**src/rtl/router_pkg.sv**
```systemverilog
// Shared types and constants for the 1xN router control path.
// Holds the state encoding, default sizing and the address-width helper.
package router_pkg;

    localparam int DEF_NUM_CH       = 3;
    localparam int DEF_WAIT_TIMEOUT = 64;

    typedef enum logic [3:0] {
        DECODE_ADDR        = 4'd0,
        LOAD_FIRST_DATA    = 4'd1,
        LOAD_DATA          = 4'd2,
        LOAD_PARITY        = 4'd3,
        FIFO_FULL_STATE    = 4'd4,
        LOAD_AFTER_FULL    = 4'd5,
        WAIT_TILL_EMPTY    = 4'd6,
        CHECK_PARITY_ERROR = 4'd7,
        DROP               = 4'd8
    } state_t;

    // Header address width for a given channel count, never narrower than one bit.
    function automatic int addr_w(input int num_ch);
        return (num_ch <= 2) ? 1 : $clog2(num_ch);
    endfunction

endpackage

```
**src/rtl/router_wait_timer.sv**
```systemverilog
// Loadable down-counter with synchronous clear and a terminal-count flag.
// Counts down to zero and holds there; tc is high whenever the count is zero.
module router_wait_timer #(
    parameter int WIDTH = 6
) (
    input  logic             clock,
    input  logic             reset,
    input  logic             clear,
    input  logic             load,
    input  logic [WIDTH-1:0] load_val,
    input  logic             dec,
    output logic             tc
);

    logic [WIDTH-1:0] count;

    always_ff @(posedge clock) begin
        if (reset) begin
            count <= '0;
        end else if (clear) begin
            count <= '0;
        end else if (load) begin
            count <= load_val;
        end else if (dec && (count != '0)) begin
            count <= count - WIDTH'(1);
        end
    end

    assign tc = (count == '0);

endmodule

```
**src/rtl/router_fsm_nch.sv**
```systemverilog
// Control FSM for a 1xN packet router: header decode, payload load, full stall,
// parity load/check, plus a drop path for bad addresses and a bounded wait on busy FIFOs.
//
// state              | meaning
// DECODE_ADDR        | idle, waiting for a header byte
// LOAD_FIRST_DATA    | header accepted, first byte loading
// LOAD_DATA          | payload bytes written to the selected FIFO
// LOAD_PARITY        | parity byte written
// FIFO_FULL_STATE    | stalled on a full destination FIFO
// LOAD_AFTER_FULL    | writing the byte held during the stall
// WAIT_TILL_EMPTY    | destination busy, bounded wait for it to drain
// CHECK_PARITY_ERROR | parity compare cycle
// DROP               | discarding a packet until pkt_valid falls
module router_fsm_nch
    import router_pkg::*;
#(
    parameter int NUM_CH       = DEF_NUM_CH,
    parameter int ADDR_W       = addr_w(NUM_CH),
    parameter int WAIT_TIMEOUT = DEF_WAIT_TIMEOUT
) (
    input  logic              clock,
    input  logic              reset,
    input  logic              pkt_valid,
    input  logic [ADDR_W-1:0] data_in,
    input  logic              fifo_full,
    input  logic [NUM_CH-1:0] fifo_empty,
    input  logic [NUM_CH-1:0] soft_reset,
    input  logic              parity_done,
    input  logic              low_packet_valid,
    output logic [ADDR_W-1:0] addr_sel,
    output logic              detect_add,
    output logic              lfd_state,
    output logic              ld_state,
    output logic              laf_state,
    output logic              full_state,
    output logic              rst_int_reg,
    output logic              write_enb_reg,
    output logic              busy,
    output logic              drop_pkt,
    output logic              timeout
);

    localparam int                CNT_W      = $clog2(WAIT_TIMEOUT);
    localparam logic [CNT_W-1:0]  WAIT_LOAD  = CNT_W'(WAIT_TIMEOUT - 1);
    localparam int                SEL_W      = 1 << ADDR_W;
    localparam logic [ADDR_W:0]   NUM_CH_CMP = (ADDR_W + 1)'(NUM_CH);

    state_t           state;
    state_t           next_state;
    logic [SEL_W-1:0] empty_pad;
    logic [SEL_W-1:0] srst_pad;
    logic             addr_ok;
    logic             hdr_empty;
    logic             sel_empty;
    logic             sel_srst;
    logic             wait_load;
    logic             wait_clear;
    logic             wait_dec;
    logic             wait_tc;

    // Pad per-channel flags to a power of two so any address value indexes safely.
    always_comb begin
        empty_pad               = '0;
        srst_pad                = '0;
        empty_pad[NUM_CH-1:0]   = fifo_empty;
        srst_pad[NUM_CH-1:0]    = soft_reset;
    end

    assign addr_ok   = ({1'b0, data_in} < NUM_CH_CMP);
    assign hdr_empty = empty_pad[data_in];
    assign sel_empty = empty_pad[addr_sel];
    assign sel_srst  = srst_pad[addr_sel];

    always_ff @(posedge clock) begin
        if (reset) begin
            state <= DECODE_ADDR;
        end else begin
            state <= next_state;
        end
    end

    always_comb begin
        next_state = state;
        case (state)
            DECODE_ADDR: begin
                if (pkt_valid) begin
                    if (!addr_ok) begin
                        next_state = DROP;
                    end else if (hdr_empty) begin
                        next_state = LOAD_FIRST_DATA;
                    end else begin
                        next_state = WAIT_TILL_EMPTY;
                    end
                end
            end
            LOAD_FIRST_DATA: next_state = LOAD_DATA;
            LOAD_DATA: begin
                if (fifo_full) begin
                    next_state = FIFO_FULL_STATE;
                end else if (!pkt_valid) begin
                    next_state = LOAD_PARITY;
                end
            end
            FIFO_FULL_STATE: begin
                if (!fifo_full) begin
                    next_state = LOAD_AFTER_FULL;
                end
            end
            LOAD_AFTER_FULL: begin
                if (parity_done) begin
                    next_state = DECODE_ADDR;
                end else if (low_packet_valid) begin
                    next_state = LOAD_PARITY;
                end else begin
                    next_state = LOAD_DATA;
                end
            end
            LOAD_PARITY: next_state = CHECK_PARITY_ERROR;
            CHECK_PARITY_ERROR: begin
                next_state = fifo_full ? FIFO_FULL_STATE : DECODE_ADDR;
            end
            WAIT_TILL_EMPTY: begin
                if (sel_empty) begin
                    next_state = LOAD_FIRST_DATA;
                end else if (wait_tc) begin
                    next_state = DROP;
                end
            end
            DROP: begin
                if (!pkt_valid) begin
                    next_state = DECODE_ADDR;
                end
            end
            default: next_state = DECODE_ADDR;
        endcase
        // A soft reset of the active channel aborts the packet from any busy state.
        if (sel_srst && (state != DECODE_ADDR) && (state != DROP)) begin
            next_state = DECODE_ADDR;
        end
    end

    always_comb begin
        detect_add    = 1'b0;
        lfd_state     = 1'b0;
        ld_state      = 1'b0;
        laf_state     = 1'b0;
        full_state    = 1'b0;
        rst_int_reg   = 1'b0;
        write_enb_reg = 1'b0;
        busy          = 1'b0;
        drop_pkt      = 1'b0;
        case (state)
            DECODE_ADDR:        detect_add = 1'b1;
            LOAD_FIRST_DATA: begin
                lfd_state = 1'b1;
                busy      = 1'b1;
            end
            LOAD_DATA: begin
                ld_state      = 1'b1;
                write_enb_reg = 1'b1;
            end
            LOAD_PARITY: begin
                write_enb_reg = 1'b1;
                busy          = 1'b1;
            end
            FIFO_FULL_STATE: begin
                full_state = 1'b1;
                busy       = 1'b1;
            end
            LOAD_AFTER_FULL: begin
                laf_state     = 1'b1;
                write_enb_reg = 1'b1;
                busy          = 1'b1;
            end
            WAIT_TILL_EMPTY:    busy = 1'b1;
            CHECK_PARITY_ERROR: begin
                rst_int_reg = 1'b1;
                busy        = 1'b1;
            end
            DROP:               drop_pkt = 1'b1;
            default:            detect_add = 1'b0;
        endcase
    end

    // Address is captured only on the cycle the header is accepted.
    always_ff @(posedge clock) begin
        if (reset) begin
            addr_sel <= '0;
            timeout  <= 1'b0;
        end else begin
            if ((state == DECODE_ADDR) && (next_state != DECODE_ADDR)) begin
                addr_sel <= data_in;
            end
            timeout <= (state == WAIT_TILL_EMPTY) && (next_state == DROP);
        end
    end

    // Loaded with WAIT_TIMEOUT-1 on entry so terminal count lands on the last allowed wait cycle.
    assign wait_load  = (state != WAIT_TILL_EMPTY) && (next_state == WAIT_TILL_EMPTY);
    assign wait_clear = (state == WAIT_TILL_EMPTY) && (next_state != WAIT_TILL_EMPTY);
    assign wait_dec   = (state == WAIT_TILL_EMPTY);

    router_wait_timer #(
        .WIDTH (CNT_W)
    ) u_wait_timer (
        .clock    (clock),
        .reset    (reset),
        .clear    (wait_clear),
        .load     (wait_load),
        .load_val (WAIT_LOAD),
        .dec      (wait_dec),
        .tc       (wait_tc)
    );

endmodule
```
**config.mk**
```make
export PLATFORM = sky130hd
export DESIGN_NAME = router_fsm_nch
export DESIGN_NICKNAME = d
export VERILOG_FILES = /design/src/rtl/router_pkg.sv /design/src/rtl/router_wait_timer.sv /design/src/rtl/router_fsm_nch.sv
export SDC_FILE = /design/constraint.sdc
export NUM_CORES = 1
export LEC_CHECK = 0
export BUFFER_PORTS_ARGS = -buffer_cell sky130_fd_sc_hd__buf_4
export CAP_MARGIN = 20
export CORE_ASPECT_RATIO = 1.4
export CORE_MARGIN = 2
export CORE_UTILIZATION = 51
export DETAILED_ROUTE_END_ITERATION = 7
export GPL_TIMING_DRIVEN = 0
export HOLD_SLACK_MARGIN = 0.06
export PLACE_DENSITY_LB_ADDON = 0.3
export SYNTH_ARGS = -nofsm -noshare
export SYNTH_HDL_FRONTEND = slang
export SYNTH_SLANG_ARGS = --single-unit
```
**constraint.sdc**
```tcl
create_clock -name clock -period 2 [get_ports clock]
set_input_delay 0.2 -clock clock [delete_from_list [all_inputs] [get_ports clock]]
set_output_delay 0.2 -clock clock [all_outputs]
set_load 0.005 [all_outputs]
```
==> metrics.cfg <==
[place]
place_congestion=0.7815
dp_hpwl_um=1675
postPlaceCellArea_um2=1181
portBuffers=25

[timing]
hold_violations=0
timing.hold.ws_ns=0.1189
min_period_over_period=0.9077
period_minus_slack_ns=1.815
final_max_slew_viol_count=0
fin_skew_ns=0.001994
fmax_mhz=550.9
worst_slew_pin_slew_ns=0.5274
setup-tns-final_ns=0
setup_viol=0
rsz0062_at_grt=no
slew_headroom=0.6455

[layout]
postLayoutCellArea_um2=1209
final_cell_mix=buf_4, nor2_1, dfxtp_1, mux2i_1, a21oi_1
num_antenna_cells=0
nets=159
area_growth_pct=24.81
layout_commonest_cell=buf_4
drive_above_1_share=0.3566

[clock_network]
cts.repair.resized=0
clk_latency_ns=0.28
cts_root_buf=clkbuf_4
cts_htree_levels=1
postCtsSetupRepairBufs=0
cts_sinks=13
clockBufferDepth=2
cts_hold_buf=0
path_clk_slew_ns=0.08
cts_made_buffers=3
cts_tree=built

[global_route]
grt_usage=0.2123
grt_pass1_wl_um=3470
overflow=0
grt_pass1_vias=840
antenna_found_initial=0
grt_max_degree=11

[logic_synthesis]
synth.top_cell.area_share=0.2687
netlist_instances=114
syn_area_um2=968.4
async_flop_share=0
ys_seq_area_frac=0.2687
synth_enable_flop_cells=0
synth_cell_types=42
syn_area_per_cell_um2=8.495
syn-num-nets=129
synth_area_leaders=dfxtp_1, nor2_1, mux2i_1
yosysTopAreaCell=dfxtp_1
ys_warn_count=0
ys_seq_elements=13
synthFlopType=dfxtp_1

[flow_run]
maxCapViolations=0

[power]
p_per_area_nw_per_um2=911.9
ir_drop_uv=600.8
cellLeakagePower_nw=0.4886

[floorplan]
fp.dieH_um=55.56
initial_core_util=0.5443
io_pins=26
die_w_um=40.83
num_rows=18
design.core.area_um2=1779
die_area_um2=2269

[setup_path]
cp.required_ns=2.16
crit_slowest_cell=nor4_2
max_stage_delay_ns=0.40
crit_path_end_kind=register
cp_cell_sequence=inv_1 > ha_1 > nand2b_4 > nor4_2 > nor2_1 > a31oi_4 > a21oi_1
start_kind=register
arrival_ns=1.97
cp_max_fo=6
criticalPathCategory=reg -> reg

[route]
num_vias=887
drt-total-wl_um=2116
drc=0
ant_nets=0
drt-wirelength-per-cell_um=12.98
first_iter_violations=6
first_pass_iters=4
viasPerCell=5.442

[min_path]
hp-class=in -> reg

[run_status]
status=complete, no violations

stage by stage:
stage	power [mW]	instances	setup slack, ns	utilization
finish	1.102	163	0.1846	0.6793
global placement	0.9247	159	0.2894	0.6639
floorplan	0.7785	114	0.4371	-
CTS	1.110	163	0.06559	0.6786
detailed placement	0.9443	159	0.2019	0.6639
global route	1.189	163	0.05450	0.6793
cells in the mapped netlist (all sizes together), types with 3 or more instances:
cell type	number
dfxtp	13
nand2	3
a21oi	12
buf	4
nand2b	5
nor3	8
a31oi	4
inv	5
mux2i	8
nor2	22
o21a	3
nor4	3
worst paths after layout:
check / startpoint / endpoint / slack [ns] / cells past startpoint
max: u_wait_timer.count[0] / u_wait_timer.count[3] / 0.18 / 7
min: reset / addr_sel[0] / 0.12 / 2
max reg2reg: u_wait_timer.count[0] / u_wait_timer.count[3] / 0.18 / 7
min reg2reg: state[2] / timeout / 0.59 / 2
cells by family after synthesis:
| kind of cell | share of synthesized area |
|---|---|
| simple gates | 0.3372 |
| flops | 0.2687 |
| fa+ha+maj | 0.02325 |
| buf+inv | 0.05684 |
| compound gates | 0.2106 |
| mux | 0.09432 |
| xor+xnor | 0.009046 |
sequential cells by signal, summed over array words and instances, names as in the netlist:
name	count
u_wait_timer.count	6
state	4
addr_sel	2
timeout	1
per-layer routing:
layer,global-route usage,routed length [µm],share of wire
met1,0.2314,820,0.39
met2,0.3817,1159,0.55
met3,0.01205,91,0.043
met4,0.08571,44,0.021
met5,0,0,0
critical path: cells and delay by family (launching register included):
| family | cells | cell delay, ns |
|---|---|---|
| compound gates | 2 | 0.42 |
| simple gates | 3 | 0.64 |
| flops | 1 | 0.34 |
| fa+ha+maj | 1 | 0.22 |
| buf+inv | 1 | 0.07 |
where the power goes:
part / leakage [nW] / switching (mW) / internal (mW) / total (mW)
Combinational: 0.367 / 0.294 / 0.275 / 0.570
Clock: 0.0150 / 0.0833 / 0.0774 / 0.161
Sequential: 0.107 / 0.0610 / 0.311 / 0.372
Total: 0.489 / 0.439 / 0.664 / 1.10
final cells by class:
cell class,instances,area (µm²)
Multi-Input combinational cell,91,653.1
Fill cell,156,570.5
Sequential cell,13,260.3
Timing Repair Buffer,25,187.7
Buffer,5,37.54
Clock buffer,4,26.28
Tap cell,20,25.02
Inverter,5,18.77
(Power assumes the default switching activity.)
